===== src/rtl/clock_ctrl_pkg.sv =====
`default_nettype none
// ============================================================================
// Module      : clock_ctrl_pkg
// Description : Shared select/state encoding for the clock time-set front panel.
//               The FSM state encoding is identical to clock_set_select.
// Revision    : 1.0 - initial release
// ============================================================================
package clock_ctrl_pkg;

  localparam logic [1:0] SEL_RUN  = 2'b00;
  localparam logic [1:0] SEL_SEC  = 2'b01;
  localparam logic [1:0] SEL_MIN  = 2'b10;
  localparam logic [1:0] SEL_HOUR = 2'b11;

  typedef enum logic [1:0] {
    ST_RUN  = SEL_RUN,
    ST_SEC  = SEL_SEC,
    ST_MIN  = SEL_MIN,
    ST_HOUR = SEL_HOUR
  } state_e;

  // MODE steps RUN -> SEC -> MIN -> HOUR -> RUN
  function automatic state_e next_field(input state_e s);
    case (s)
      ST_RUN:  return ST_SEC;
      ST_SEC:  return ST_MIN;
      ST_MIN:  return ST_HOUR;
      default: return ST_RUN;
    endcase
  endfunction

endpackage
`default_nettype wire


===== src/rtl/button_debounce.sv =====
`default_nettype none
// ============================================================================
// Module      : button_debounce
// Description : 2-FF synchronizer, level debouncer and rising-edge detector for
//               one raw push-button. level follows the synchronized input once
//               it has differed for DEB_CYCLES consecutive clocks; press pulses
//               for one clock on the same edge that level rises.
// Revision    : 1.0 - initial release
// ============================================================================
module button_debounce #(
  parameter int DEB_CYCLES = 4
) (
  input  logic clk,
  input  logic cr,
  input  logic raw,
  output logic level,
  output logic press
);

  localparam int CNT_W = $clog2(DEB_CYCLES + 1);

  logic             r_sync1;
  logic             r_sync2;
  logic [CNT_W-1:0] r_cnt;

  // Synchronize, count consecutive disagreeing clocks, update level and flag rises
  always_ff @(posedge clk) begin
    if (cr) begin
      r_sync1 <= 1'b0;
      r_sync2 <= 1'b0;
      r_cnt   <= '0;
      level   <= 1'b0;
      press   <= 1'b0;
    end else begin
      r_sync1 <= raw;
      r_sync2 <= r_sync1;
      press   <= 1'b0;
      if (r_sync2 != level) begin
        if (r_cnt == CNT_W'(DEB_CYCLES - 1)) begin
          level <= r_sync2;
          press <= r_sync2;
          r_cnt <= '0;
        end else begin
          r_cnt <= r_cnt + CNT_W'(1);
        end
      end else begin
        // Any return to the current level restarts the qualification window
        r_cnt <= '0;
      end
    end
  end

endmodule
`default_nettype wire


===== src/rtl/clock_set_controller.sv =====
`default_nettype none
// ============================================================================
// Module      : clock_set_controller
// Description : Front-panel sequencer for the time-set datapath. Debounces MODE
//               and ADJ, walks the field selector, issues increment pulses with
//               hold-to-repeat, times out back to RUN and drives a blink flag.
// Revision    : 1.0 - initial release
// ============================================================================
module clock_set_controller
  import clock_ctrl_pkg::*;
#(
  parameter int DEB_CYCLES   = 4,
  parameter int REPEAT_DELAY = 8,
  parameter int REPEAT_RATE  = 2,
  parameter int TIMEOUT      = 30,
  parameter int BLINK_HALF   = 1
) (
  input  logic       clk,
  input  logic       cr,
  input  logic       tick,
  input  logic       btn_mode,
  input  logic       btn_adj,
  output logic [1:0] clock_set_select,
  output logic       set_confirm,
  output logic       setting,
  output logic       blink
);

  localparam int HOLD_W  = $clog2(REPEAT_DELAY + 1);
  localparam int RATE_W  = $clog2(REPEAT_RATE + 1);
  localparam int IDLE_W  = $clog2(TIMEOUT + 1);
  localparam int BLINK_W = $clog2(BLINK_HALF + 1);

  state_e              r_state;
  logic [HOLD_W-1:0]   r_hold;
  logic                r_rep_active;
  logic [RATE_W-1:0]   r_rate;
  logic [IDLE_W-1:0]   r_idle;
  logic [BLINK_W-1:0]  r_blink_cnt;

  logic   w_mode_press;
  logic   w_adj_press;
  logic   w_adj_level;
  logic   w_unused_mode_level;  // MODE acts only on its press edge
  logic   w_in_set;
  logic   w_timeout;
  logic   w_mode_change;
  logic   w_rep_due;
  logic   w_rep_pulse;
  state_e w_next_state;

  button_debounce #(.DEB_CYCLES(DEB_CYCLES)) u_deb_mode (
    .clk   (clk),
    .cr    (cr),
    .raw   (btn_mode),
    .level (w_unused_mode_level),
    .press (w_mode_press)
  );

  button_debounce #(.DEB_CYCLES(DEB_CYCLES)) u_deb_adj (
    .clk   (clk),
    .cr    (cr),
    .raw   (btn_adj),
    .level (w_adj_level),
    .press (w_adj_press)
  );

  // Select follows the state register directly
  assign clock_set_select = r_state;

  // Decode state transitions and the auto-repeat due condition
  always_comb begin
    w_in_set      = (r_state != ST_RUN);
    w_timeout     = w_in_set && (r_idle == IDLE_W'(TIMEOUT));
    w_mode_change = w_mode_press || w_timeout;
    if (w_mode_press) begin
      w_next_state = next_field(r_state);
    end else begin
      w_next_state = ST_RUN;
    end
    // First repeat after REPEAT_DELAY held ticks, then every REPEAT_RATE ticks
    if (r_rep_active) begin
      w_rep_due = (r_rate == RATE_W'(REPEAT_RATE - 1));
    end else begin
      w_rep_due = (r_hold == HOLD_W'(REPEAT_DELAY - 1));
    end
    w_rep_pulse = w_in_set && w_adj_level && tick && w_rep_due;
  end

  // FSM with registered outputs; a mode change pre-empts any ADJ or repeat pulse
  always_ff @(posedge clk) begin
    if (cr) begin
      r_state      <= ST_RUN;
      set_confirm  <= 1'b0;
      setting      <= 1'b0;
      blink        <= 1'b0;
      r_hold       <= '0;
      r_rep_active <= 1'b0;
      r_rate       <= '0;
      r_idle       <= '0;
      r_blink_cnt  <= '0;
    end else begin
      set_confirm <= 1'b0;
      if (w_mode_change) begin
        r_state      <= w_next_state;
        setting      <= (w_next_state != ST_RUN);
        // Entering a set field shows it immediately; RUN never blinks
        blink        <= (w_next_state != ST_RUN);
        r_hold       <= '0;
        r_rep_active <= 1'b0;
        r_rate       <= '0;
        r_idle       <= '0;
        r_blink_cnt  <= '0;
      end else if (!w_in_set) begin
        // RUN: ADJ is ignored and every set-mode counter stays parked
        setting      <= 1'b0;
        blink        <= 1'b0;
        r_hold       <= '0;
        r_rep_active <= 1'b0;
        r_rate       <= '0;
        r_idle       <= '0;
        r_blink_cnt  <= '0;
      end else begin
        set_confirm <= w_adj_press || w_rep_pulse;

        // Inactivity: any increment counts as activity
        if (w_adj_press || w_rep_pulse) begin
          r_idle <= '0;
        end else if (tick) begin
          r_idle <= r_idle + IDLE_W'(1);
        end

        // Hold-to-repeat timing
        if (!w_adj_level) begin
          r_hold       <= '0;
          r_rep_active <= 1'b0;
          r_rate       <= '0;
        end else if (tick) begin
          if (r_rep_active) begin
            r_rate <= w_rep_due ? '0 : r_rate + RATE_W'(1);
          end else if (w_rep_due) begin
            r_rep_active <= 1'b1;
            r_rate       <= '0;
          end else begin
            r_hold <= r_hold + HOLD_W'(1);
          end
        end

        // Blink; held on while ADJ is down so the changing value stays visible
        if (w_adj_level) begin
          blink       <= 1'b1;
          r_blink_cnt <= '0;
        end else if (tick) begin
          if (r_blink_cnt == BLINK_W'(BLINK_HALF - 1)) begin
            blink       <= ~blink;
            r_blink_cnt <= '0;
          end else begin
            r_blink_cnt <= r_blink_cnt + BLINK_W'(1);
          end
        end
      end
    end
  end

endmodule
`default_nettype wire


===== config.mk =====
export PLATFORM = sky130hd
export DESIGN_NAME = clock_set_controller
export DESIGN_NICKNAME = d
export VERILOG_FILES = /design/src/rtl/clock_ctrl_pkg.sv /design/src/rtl/button_debounce.sv /design/src/rtl/clock_set_controller.sv
export SDC_FILE = /design/constraint.sdc
export NUM_CORES = 1
export LEC_CHECK = 0
export CAP_MARGIN = 25
export CELL_PAD_IN_SITES_DETAIL_PLACEMENT = 0
export CELL_PAD_IN_SITES_GLOBAL_PLACEMENT = 1
export CORE_MARGIN = 2
export CORE_UTILIZATION = 39
export DETAILED_ROUTE_END_ITERATION = 6
export PLACE_DENSITY = 0.73
export SLEW_MARGIN = 20
export SYNTH_ARGS = -nofsm -noshare
export SYNTH_HDL_FRONTEND = slang
export SYNTH_SLANG_ARGS = --single-unit

===== constraint.sdc =====
create_clock -name clk -period 1.4 [get_ports clk]
set_input_delay 0.28 -clock clk [delete_from_list [all_inputs] [get_ports clk]]
set_output_delay 0.28 -clock clk [all_outputs]
set_load 0.02 [all_outputs]

## Word-level counts from Yosys, hierarchy flattened

Cells that the tools add are included.

| storage, ports and cells | value |
|---|---|
| flip-flop bits (word level) | 32 |
| input port bits | 5 |
| output and inout port bits | 5 |
| logic and storage cells | 85 |

| operators by class | value |
|---|---|
| add/subtract/negate cells | 6 |
| equal/unequal tests | 12 |
| multiplexer cells | 16 |
| bitwise operators | 9 |
| reductions and logical operators | 23 |

Operators by type and width:

| operator | count |
|---|---|
| $reduce_or A3 Y1 | 5 |
| $reduce_or A4 Y1 | 3 |
| $mux W1 | 11 |
| $not A1 Y1 | 9 |
| $mux W2 | 4 |
| $ne A4 B2 Y1 const B | 2 |
| $reduce_and A2 Y1 | 4 |
| $add A3 B1 Y3 const B | 2 |
| $eq A3 B2 Y1 const B | 2 |
| $pmux W2 S3 | 1 |
| $reduce_bool A2 Y1 | 3 |
| $add A5 B1 Y5 const B | 1 |
| $eq A5 B5 Y1 const B | 1 |
| $add A4 B1 Y4 const B | 1 |
| $eq A2 B1 Y1 const B | 2 |
| $eq A4 B3 Y1 const B | 1 |
| $logic_and A1 B1 Y1 | 4 |
| $reduce_and A3 Y1 | 1 |
| $add A2 B1 Y2 const B | 1 |
| $eq A2 B2 Y1 const B | 1 |
| $logic_not A2 Y1 | 1 |
| $logic_or A1 B1 Y1 | 2 |
| $ne A1 B1 Y1 | 2 |
| $ne A2 B1 Y1 const B | 1 |
| $add A1 B1 Y1 const B | 1 |

## Depth between registers and ports, before layout

| logic depth | value |
|---|---|
| word-level depth | 6 |
| mapped depth | 6 |
| depth with buffers taken out | 6 |

## Modules after synthesis

From an unflattened synthesis, not the netlist that was laid out.

| second synthesis, totals | value |
|---|---|
| cells, all modules | 131 |
| area, all modules | 1318.8 um^2 |

By module, submodules not included:

| module | instances | cells an instance | area each (um^2) | sequential area each (um^2) |
|---|---|---|---|---|
| clock_set_controller | 1 | 93 | 830.8 | 340.3 |
| button_debounce | 2 | 19 | 244.0 | 140.1 |

## Worst setup path before layout

Ideal clock, no wire load.

| timing path | value |
|---|---|
| path type | register to register |
| from | register r_state[0], in the netlist clock_set_select[0] |
| to | register r_idle[1] |
| library setup time | 86 ps |
| arrival | 1398 ps |
| required time | 1314 ps |
| slack | -83 ps |
| stages on the path, launching flop included | 6 |
| buffers on the path | 0 |
| clock period less this slack | 1483 ps |
| cell sequence | dfxtp_1 > inv_1 > ha_1 > nor3b_2 > o211ai_2 > a211oi_1 |

| between the ends | value |
|---|---|
| word-level cells in the longest chain between the ends | 6 |
| elaborated cells on any way between the ends | 9 |
| classes of those cells | bitwise: 1; reduce/logical: 8 |

RTL lines:

| what | line | text |
|---|---|---|
| from (decl) | clock_set_controller.sv:34 | `state_e r_state;` |
| from (signal assigned) | clock_set_controller.sv:105 | `r_state <= w_next_state;` |
| $reduce_bool A2 Y1 (*) | clock_set_controller.sv:73 | `w_in_set = (r_state != ST_RUN);` |
| $logic_and A1 B1 Y1 (3 in series) | clock_set_controller.sv:87 | `w_rep_pulse = w_in_set && w_adj_level && tick && w_rep_due;` |
| $logic_or A1 B1 Y1 | clock_set_controller.sv:127 | `if (w_adj_press \|\| w_rep_pulse) begin` |
| $reduce_or A4 Y1 (no line) (*) | n/a |  |
| to (signal assigned) | clock_set_controller.sv:130 | `r_idle <= r_idle + IDLE_W'(1);` |
| to (decl) | clock_set_controller.sv:38 | `logic [IDLE_W-1:0] r_idle;` |

Mark *: on every way between the ends. The rest lies on a longest branch, timed or not.
A chain may end at the register's enable or synchronous reset.

## Worst setup path in the final report

| timing path | value |
|---|---|
| from | register r_idle[0] |
| to | register setting |

| between the ends | value |
|---|---|
| word-level cells in the longest chain between the ends | 4 |
| elaborated cells on any way between the ends | 5 |
| classes of those cells | eq/ne: 2; mux: 1; reduce/logical: 2 |

RTL lines:

| what | line | text |
|---|---|---|
| $eq A5 B5 Y1 (*) | clock_set_controller.sv:74 | `w_timeout = w_in_set && (r_idle == IDLE_W'(TIMEOUT));` |
| $logic_and A1 B1 Y1 (*) | clock_set_controller.sv:74 |  |
| $logic_or A1 B1 Y1 (*) | clock_set_controller.sv:75 | `w_mode_change = w_mode_press \|\| w_timeout;` |
| $ne A2 B1 Y1 (no line) / $mux W1 (equally long branches) | n/a |  |
| to (signal assigned) | clock_set_controller.sv:106 | `setting <= (w_next_state != ST_RUN);` |
| to (decl) | clock_set_controller.sv:25 | `output logic setting,` |

Marks and branches as above.

==> out/summary.txt <==
========================================================================================
Outcome                                                                     complete, but fails checks
Violations in the final reports                                             setup timing
Final Instance Area                                                         0.00181 mm^2
Global-route usage over all layers                                                 14.5%
Critical setup path kind                                                      reg -> reg
Number of placed I/O pins                                                             10
Cell total after placement                                                           197
Worst clock skew                                                                 4.83 ps
Max-slew violation count                                                               0
Category of cells accounting for the largest share of critical-path delay   simple AND/OR/NAND/NOR gates
Critical path endpoint category                                                flip-flop
First-pass iteration count of the detailed router                                      4
Cts-stage hold buffer count                                                            0
Most frequent cells in the layout                                           sky130_fd_sc_hd__dfxtp_1, sky130_fd_sc_hd__buf_4, sky130_fd_sc_hd__nor2_1
Critical register-to-register path endpoint                                      setting
Setup slack on the worst flop-to-flop path                                        -20 ps
Part of the Yosys area used for sequential elements                                47.8%
Largest voltage drop on the vdd net                                             0.449 mV
HP Start                                                                    u_deb_mode.r_cnt[0]
Final hold violation count                                                             0
Logic depth of the worst register-to-register path                                     8
Headroom to the max-slew limit                                                     75.8%
1st-iter DRT viols                                                                    13
Static leakage power                                                         0.000693 uW
Pin count of the biggest net entering global routing                                  12
Max-cap violations                                                                     0
Final Net Count                                                                      181
Setup Viol. Count Final                                                                4
Critical path data arrival time                                                  1690 ps
Number of logic stages on the critical path including buffering                        8
Areal power density over the cells                                           929 mW/mm^2
Synthesized area                                                            0.00130 mm^2
Relative contribution of sequential cells to total power                           53.0%
Placed Instance Area                                                        0.00156 mm^2
Initial cell density of the core                                                   41.8%
Deepest level of the CTS H-tree                                                        2
Final estimated routing congestion in global placement                             0.784
Worst-Margin Slew                                                                 363 ps
Clk sinks                                                                             31
Average detailed-routed wire length per instance                                 11.2 um
Source of the worst register-to-register timing path                           r_idle[0]
Clock tree buffer depth                                                                2
P_int                                                                            1340 uW
Largest incremental delay on the critical path                                    350 ps
Post-synthesis area per instance                                               9.90 um^2
Vertical die dimension                                                           61.7 um
Distinct cell type count of the synthesized netlist                                   33
Post-Syn Nets                                                                        146
RSZ-0062 raised after global routing                                                 yes
Library cell contributing the largest single delay on the critical path     sky130_fd_sc_hd__dfxtp_2
Cells after synthesis                                                                131
Total vias in the final route                                                        976
DRT Wirelength                                                                   2360 um
Synthesis-to-layout area growth                                                    39.2%
Achievable Freq                                                                  706 MHz
Combinational group share of total power                                            3.4%
Fill cells                                                                           291
Width of the chip                                                                61.7 um
Die footprint                                                               0.00380 mm^2
Class of the worst hold path                                                  reg -> reg
TritonCTS buffer count                                                                 5
Warning count from the yosys run                                                       0
End point of the most critical hold path                                    u_deb_mode.r_cnt[0]
Clock tree from TritonCTS                                                            yes
Residual overflow from global routing                                                  0
Source-to-sink clock delay at the later pin of the worst-skew pair                330 ps
# rows                                                                                20
Via count of the first global-routing pass                                           928
Count of state elements after synthesis                                               31
Commonest non-fill, non-tap cell in the layout                              sky130_fd_sc_hd__dfxtp_1
Switching fraction of total power                                                  20.2%
Min-Delay Path Depth                                                                   1
Post-route clock period utilization                                                 101%
Buffer and inverter count on the worst path                                            3
Crit path time final                                                             1420 ps
Antenna viol nets, final                                                               0
CTS root buffer                                                             sky130_fd_sc_hd__clkbuf_4
Global-route wire length before repair                                           3950 um
Register clock-pin slew on the reported worst setup and hold paths                100 ps
Largest fanout on the critical path                                                    4
Core Box Area                                                               0.00310 mm^2
DRC errors left                                                                        0
Post-route non-filler standard cell count                                            211
Cells traversed along the worst timing path                                 inv_2, ha_4, nand4_1, nor3b_4, buf_4, buf_6, nand2_2, a21oi_2
Antenna violations before repair                                                       0
Share of power burned in the clock network                                         43.6%
Antenna Diode Count                                                                    0
Net switching power figure                                                        338 uW
Kind of start point of the critical path                                       flip-flop
Critical Path RT                                                                 1670 ps
Port Buffers                                                                           9
Share of final-layout standard cells stronger than drive strength 1                38.3%
Post-detailed-placement half-perimeter wirelength                                1590 um
Final worst-path setup slack                                                    -15.6 ps
Average vias per placed instance                                                    4.63
========================================================================================
state kept, by name (all words and copies together), names as in the netlist:
register,count
u_deb_mode.press,1
u_deb_mode.level,1
set_confirm,1
u_deb_mode.r_cnt,3
r_idle,5
u_deb_adj.r_cnt,3
r_rep_active,1
u_deb_adj.r_sync2,1
u_deb_mode.r_sync1,1
blink,1
u_deb_adj.r_sync1,1
u_deb_mode.r_sync2,1
clock_set_select,2
r_hold,4
r_rate,2
u_deb_adj.level,1
setting,1
u_deb_adj.press,1
worst max path at each step:
stage,endpoint,slack [ps],startpoint
after floorplan,r_hold[0],-10,r_hold[0]
after global placement,r_hold[3],-130,tick
after detailed placement,r_idle[1],-180,tick
after CTS,r_hold[1],-50,r_hold[0]
after global routing,r_idle[1],-110,r_hold[0]
final,setting,-20,r_idle[0]
power by group through the flow:
stage	logic, uW	registers, uW	clock network [uW]
after floorplan	28.1	909	0
after global routing	64.0	891	794
final	57.3	889	731
after global placement	53.2	910	0
after detailed placement	54.3	910	0
after CTS	55.1	890	750
cell usage after synthesis:
cell type / instances / area share [%]
sky130_fd_sc_hd__nand3_1: 1 / 0.39
sky130_fd_sc_hd__or4_1: 1 / 0.58
sky130_fd_sc_hd__nor2_2: 1 / 0.48
sky130_fd_sc_hd__nor2b_1: 4 / 1.9
sky130_fd_sc_hd__buf_2: 1 / 0.39
sky130_fd_sc_hd__a211oi_1: 2 / 1.2
sky130_fd_sc_hd__xnor2_1: 3 / 2.0
sky130_fd_sc_hd__nor3b_1: 1 / 0.58
sky130_fd_sc_hd__o211ai_2: 1 / 0.96
sky130_fd_sc_hd__nor2_1: 20 / 5.8
sky130_fd_sc_hd__o21ai_2: 1 / 0.68
sky130_fd_sc_hd__dfxtp_1: 31 / 48
sky130_fd_sc_hd__o31ai_1: 1 / 0.58
sky130_fd_sc_hd__o21bai_1: 1 / 0.58
sky130_fd_sc_hd__ha_1: 10 / 9.6
sky130_fd_sc_hd__and3b_1: 1 / 0.68
sky130_fd_sc_hd__or3b_4: 1 / 0.87
sky130_fd_sc_hd__nand2_1: 4 / 1.2
sky130_fd_sc_hd__nor4bb_1: 2 / 1.5
sky130_fd_sc_hd__or3_1: 2 / 0.96
sky130_fd_sc_hd__nor3b_2: 1 / 0.96
sky130_fd_sc_hd__clkbuf_1: 1 / 0.29
sky130_fd_sc_hd__mux2i_1: 5 / 3.9
sky130_fd_sc_hd__or2_2: 1 / 0.48
sky130_fd_sc_hd__nand2b_1: 2 / 0.96
sky130_fd_sc_hd__inv_1: 8 / 2.3
sky130_fd_sc_hd__or3_2: 1 / 0.58
sky130_fd_sc_hd__nand3b_1: 4 / 2.3
sky130_fd_sc_hd__xor2_1: 5 / 3.4
sky130_fd_sc_hd__and3b_2: 1 / 0.77
sky130_fd_sc_hd__a21oi_1: 8 / 3.1
sky130_fd_sc_hd__nand4_1: 3 / 1.4
sky130_fd_sc_hd__o21ai_0: 2 / 0.77
cell families after synthesis:
family	after synthesis	share of synthesized area, %
simple gates	51	22.5
flops	31	47.8
compound gates	16	7.81
buf+inv	10	2.99
fa+ha+maj	10	9.64
xor+xnor	8	5.40
mux	5	3.86
area by class of cell:
type	count	area, um^2	share of cell area (%)
clock buffers	6	51.3	2.84
clock inverters	2	35.0	1.94
inverters	8	30.0	1.66
multi-input cells	90	758	42.0
flip-flops and latches	31	631	34.9
well taps	44	55.1	3.05
repair buffers	30	245	13.6
through the flow:
| stage | setup TNS (ps) | hold slack (ps) | power [uW] | utilization [%] | setup slack (ps) |
|---|---|---|---|---|---|
| finish | -42.7 | 424 | 1680 | 58.2 | -15.6 |
| global route | -711 | 444 | 1750 | 58.2 | -112 |
| CTS | -113 | 427 | 1690 | 55.0 | -51.3 |
| detailed placement | -1560 | 411 | 964 | 50.1 | -180 |
| global placement | -1150 | 406 | 963 | 50.1 | -126 |
| floorplan | -14.6 | 358 | 937 | - | -12.4 |
routing by layer:
layer / part of all wire [%] / track usage, %
met3: 3.9 / 6.93
met2: 49 / 23.5
met4: 0.42 / 4.56
met1: 47 / 17.0
met5: 0 / 0
worst register-to-register path: cells and delay by family (launching register included):
family	cells	cell delay, ps
DFF	1	350
adders and majority gates	1	140
and+or+nand+nor	3	460
buffers and inverters	3	300
AOI/OAI and AO/OA	1	110
what timing repair did:
action                                  in CTS  in global routing
resized for setup                           14                 28
setup buffers                                4                  2
endpoints found under the setup margin      19                 19
pin swaps                                   11                 14
Note: power is estimated with default switching activity, not from simulation.
